**config.mk**
```make
export PLATFORM = sky130hd
export DESIGN_NAME = fxp_mult_pipe
export DESIGN_NICKNAME = d
export VERILOG_FILES = /design/src/rtl/fxp_mult_pipe.sv
export SDC_FILE = /design/constraint.sdc
export NUM_CORES = 1
export LEC_CHECK = 0
export BUFFER_PORTS_ARGS = -buffer_cell sky130_fd_sc_hd__buf_2
export CAP_MARGIN = 25
export CORE_AREA = 5 5 204 107
export CTS_CLUSTER_DIAMETER = 40
export DETAILED_ROUTE_END_ITERATION = 7
export DIE_AREA = 0 0 209 112
export GPL_TIMING_DRIVEN = 1
export PLACE_DENSITY = 0.82
export SYNTH_ARGS = -nofsm -noshare
export SYNTH_HDL_FRONTEND = slang
export SYNTH_SLANG_ARGS = --single-unit
```
**constraint.sdc**
```tcl
create_clock -name clk -period 6.05 [get_ports clk]
set_input_delay 1.21 -clock clk [delete_from_list [all_inputs] [get_ports clk]]
set_output_delay 1.21 -clock clk [all_outputs]
set_load 0.05 [all_outputs]
```
**src/rtl/fxp_mult_pipe.sv**
```systemverilog
`default_nettype none
// ============================================================================
// Module      : fxp_mult_pipe
// Description : Two-stage pipelined signed Q-format multiplier. LANES lanes
//               share one valid/ready handshake. Each beat carries its own
//               rounding mode. Results saturate, with per-lane and sticky
//               overflow flags.
// Revision    : 1.0 - initial release
// ============================================================================
module fxp_mult_pipe #(
    parameter int QLEN      = 16,
    parameter int FRAC_SIZE = 12,
    parameter int LANES     = 1
) (
    input  logic                  clk,
    input  logic                  rst_n,
    input  logic                  in_valid,
    output logic                  in_ready,
    input  logic [LANES*QLEN-1:0] in_a,
    input  logic [LANES*QLEN-1:0] in_b,
    input  logic                  in_round,
    output logic                  out_valid,
    input  logic                  out_ready,
    output logic [LANES*QLEN-1:0] out_res,
    output logic [LANES-1:0]      out_ovf,
    output logic                  ovf_sticky,
    input  logic                  ovf_clr
);

    localparam int c_PROD_W = 2 * QLEN;
    // One extra bit so adding the rounding constant cannot wrap.
    localparam int c_EXT_W  = 2 * QLEN + 1;

    localparam logic signed [c_EXT_W-1:0] c_MAX  = {{(QLEN + 2){1'b0}}, {(QLEN - 1){1'b1}}};
    localparam logic signed [c_EXT_W-1:0] c_MIN  = {{(QLEN + 2){1'b1}}, {(QLEN - 1){1'b0}}};
    localparam logic signed [c_EXT_W-1:0] c_HALF = c_EXT_W'(1) << (FRAC_SIZE - 1);
    localparam logic [QLEN-1:0]           c_SAT_HI = {1'b0, {(QLEN - 1){1'b1}}};
    localparam logic [QLEN-1:0]           c_SAT_LO = {1'b1, {(QLEN - 1){1'b0}}};

    logic                              w_en1;
    logic                              w_en2;
    logic [LANES-1:0][c_PROD_W-1:0]    w_prod;
    logic [LANES*QLEN-1:0]             w_res;
    logic [LANES-1:0]                  w_ovf;

    logic                              r_s1_valid;
    logic                              r_s1_round;
    logic [LANES-1:0][c_PROD_W-1:0]    r_s1_prod;
    logic                              r_s2_valid;
    logic [LANES*QLEN-1:0]             r_out_res;
    logic [LANES-1:0]                  r_out_ovf;
    logic                              r_ovf_sticky;

    assign w_en2 = !r_s2_valid || out_ready;
    assign w_en1 = !r_s1_valid || w_en2;

    for (genvar gi = 0; gi < LANES; gi++) begin : g_lane
        logic signed [QLEN-1:0]    w_a;
        logic signed [QLEN-1:0]    w_b;
        logic signed [c_EXT_W-1:0] w_ext;
        logic signed [c_EXT_W-1:0] w_sum;
        logic signed [c_EXT_W-1:0] w_r;
        logic                      w_hi;
        logic                      w_lo;

        assign w_a        = in_a[gi*QLEN +: QLEN];
        assign w_b        = in_b[gi*QLEN +: QLEN];
        assign w_prod[gi] = c_PROD_W'(w_a) * c_PROD_W'(w_b);

        assign w_ext = c_EXT_W'($signed(r_s1_prod[gi]));
        assign w_sum = w_ext + (r_s1_round ? c_HALF : '0);
        assign w_r   = w_sum >>> FRAC_SIZE;
        assign w_hi  = (w_r > c_MAX);
        assign w_lo  = (w_r < c_MIN);

        assign w_res[gi*QLEN +: QLEN] = w_hi ? c_SAT_HI : (w_lo ? c_SAT_LO : w_r[QLEN-1:0]);
        assign w_ovf[gi]              = w_hi | w_lo;
    end

    always_ff @(posedge clk or negedge rst_n) begin
        if (!rst_n) begin
            r_s1_valid <= 1'b0;
            r_s1_round <= 1'b0;
            r_s1_prod  <= '0;
        end else if (w_en1) begin
            r_s1_valid <= in_valid;
            if (in_valid) begin
                r_s1_prod  <= w_prod;
                r_s1_round <= in_round;
            end
        end
    end

    // Output registers only change when the stage is enabled, so data holds under stall.
    always_ff @(posedge clk or negedge rst_n) begin
        if (!rst_n) begin
            r_s2_valid <= 1'b0;
            r_out_res  <= '0;
            r_out_ovf  <= '0;
        end else if (w_en2) begin
            r_s2_valid <= r_s1_valid;
            if (r_s1_valid) begin
                r_out_res <= w_res;
                r_out_ovf <= w_ovf;
            end
        end
    end

    always_ff @(posedge clk or negedge rst_n) begin
        if (!rst_n) begin
            r_ovf_sticky <= 1'b0;
        end else if (ovf_clr) begin
            r_ovf_sticky <= 1'b0;
        end else if (r_s2_valid && out_ready && (|r_out_ovf)) begin
            r_ovf_sticky <= 1'b1;
        end
    end

    assign in_ready   = w_en1;
    assign out_valid  = r_s2_valid;
    assign out_res    = r_out_res;
    assign out_ovf    = r_out_ovf;
    assign ovf_sticky = r_ovf_sticky;

endmodule
`default_nettype wire
```
==> impl_metrics.yaml <==
run_status:
  status: "complete, but fails checks"
  violations: "negative setup slack"
setup_path:
  path_class: "in -> reg"
  cp.required_ns: 6.23
  cp.arrival_ns: 6.83
  cp-start-kind: "input pin"
  endpoint_kind: "flop"
  crit_fanout: 8
placed_design:
  dpl_cell_area_sq_um: 13300
  hpwlAfterDp_um: 24400
  place.gp.congestion: 0.943
  portBuffers: 57
sta:
  finalSetupViolations: 17
  rsz0062_at_grt: "yes"
  slew-limit-headroom_pct: 46.3
  slew_viol_final: 0
  fin_skew_ns: 0.00473
  fmax_mhz: 151
  period_share_pct: 110
  worst_pin_slew_ns: 0.804
  worst_slack_ns: -0.591
  hold_viol_final: 0
  period_needed_ns: 6.64
clock_network:
  cts.sinks: 42
  cts_buffers: 5
  clock_latency_ns: 0.29
  cts_tree: "done"
  cts_root_buf: "clkbuf_16"
  cts.clk_slew.worst_paths_ns: 0.06
  cts_htree_levels: 2
  cts_max_path_buffers: 2
route:
  wl_per_cell_um: 16.9
  first_iter_violations: 577
  firstDrtPassIters: 6
  drc: 0
  dr_total_vias: 9063
  wirelength_um: 29000
  viasPerCell: 5.29
  antenna_left: 0
cells_and_area:
  nNetsFinal: 1818
  final_common_cell: "inv_1"
  design_area_sq_um: 14300
  syn_to_final_growth_pct: 22.4
  multi_input_area_sq_um: 9700
  seqCellArea_sq_um: 1050
  layout-drive-gt1-share_pct: 24.8
  final_cell_mix: "inv_1, fa_1, nand2_1"
  diodes: 0
  fillCellCount: 1405
yosys:
  synth_area_sq_um: 11700
  synth_top_area_cell: "fa_1"
  ys.flop_type: "dfrtp_1"
  syn_nets: 1639
  yosys.area.top_type_share_pct: 44.8
  synth_compound_area_share_pct: 5.50
  synth-edff-count: 0
  ys_types: 54
  yosys.area_share.adder_pct: 53.3
  synth-seq-cells: 42
  yosys.area_share.simple_pct: 16.1
  synth-warning-count: 0
  synth_area_leaders: "fa_1, inv_1, dfrtp_1"
  synthArstFlopShare_pct: 100
  synth-xor-area-share_pct: 2.48
  muxShareOfSynthArea_pct: 1.54
  seq_area_frac_synth_pct: 9.01
  syn_inst: 1260
  syn_area_per_cell_sq_um: 9.26
  synth_top_family_by_area: "adder cells"
job:
  max-cap-violations: 0
floorplanning:
  core-area_sq_um: 20000
  die_h_um: 112
  fp-row-count: 37
  die_area_sq_um: 23400
  initial_utilization_pct: 58.4
  pin_count: 58
  die_x_um: 209
global_routing:
  grt.total_usage_pct: 25.1
  grt.overflow.total: 0
  antenna_found_initial: 0
  grt_pass1_vias: 9853
  grt_pass1_wl_um: 48000
  grt_max_degree: 43
worst_hold_path:
  hold_class: "reg -> reg"
-- worst paths after layout --
kind	start	endpoint	slack, ns	cells after the start
max	in_a[5]	r_s1_prod[30]	-0.59	23
min	out_res[0]	out_res[0]	0.49	2
max reg2reg	r_s1_round	out_res[1]	3.02	9
min reg2reg	out_res[0]	out_res[0]	0.49	2
max in group asynchronous	rst_n	out_res[3]	4.94	2
min in group asynchronous	rst_n	r_s1_prod[31]	0.70	1
-- stage by stage --
stage	worst slack (ns)	util, %	hold slack (ns)	instances	setup TNS [ns]
after floorplan	-0.471	-	0.456	1260	-3.54
after global placement	-0.859	66.5	0.468	1681	-12.16
after detailed placement	-1.02	66.5	0.482	1681	-15.27
after CTS	-0.500	70.1	0.501	1707	-4.82
after global routing	-0.773	71.4	0.520	1713	-9.29
final	-0.591	71.4	0.493	1713	-6.24
-- synth_stat cells, drive strengths merged, types with 6 or more instances --
master / instances
xnor2: 26
nand2: 146
and3: 10
inv: 331
xor2: 7
dfrtp: 42
fa: 261
o21ai: 36
a211oi: 6
nand2b: 9
o31ai: 10
and2: 130
clkbuf: 39
a21oi: 9
mux2: 16
nand4: 7
nand3: 9
nor2: 18
ha: 80
o21a: 7
nor3: 8
-- cells by family after synthesis --
logic type      Yosys count
flops                    42
xor+xnor                 33
buf+inv                 372
simple gates            362
mux                      16
fa+ha+maj               341
compound gates           94
-- worst max-delay path, stage by stage --
cell      delay (ns)
buf_8           0.11
buf_6           0.12
and2_4          0.15
fa_1            0.53
inv_1           0.06
fa_1            0.54
inv_1           0.05
fa_1            0.50
fa_2            0.46
fa_1            0.50
inv_1           0.05
fa_1            0.50
inv_2           0.05
ha_4            0.22
a211oi_2        0.19
o21ai_1         0.15
and3_4          0.22
o21a_1          0.21
a311oi_4        0.27
buf_6           0.17
a211oi_4        0.09
o31a_1          0.26
o31ai_1         0.20
-- sequential cells by signal (all words and copies together), names as in the netlist --
signal and count:
out_res 16, r_s1_valid 1, r_s1_prod 21, out_ovf 1
out_valid 1, r_s1_round 1, ovf_sticky 1
-- layer usage --
layer  track usage, %  vias to the layer above  part of all wire, %
met3             5.55                       55                  7.1
met2             40.8                      312                   47
met5                0                        -                    0
met4             4.78                        0                  1.9
met1             35.4                     4598                   44
li1                 -                     4098                    -
-- repair_timing --
item	CTS	global route
pin swaps	53	45
hold buffers	0	0
resized for setup	118	73
setup endpoints to repair	21	19
setup buffers	19	9
-- final cells by class --
class                   count  area share [%]
well taps                 273            2.39
flip-flops and latches     42            7.36
repair buffers            213            12.5
multi-input cells         846            68.0
clock buffers               7           0.999
inverters                 331            8.70
clock inverters             1          0.0613
Power is left out: the tool's default activity adds up to more than one toggle a clock period on the data nets, which glitch-free logic cannot reach.
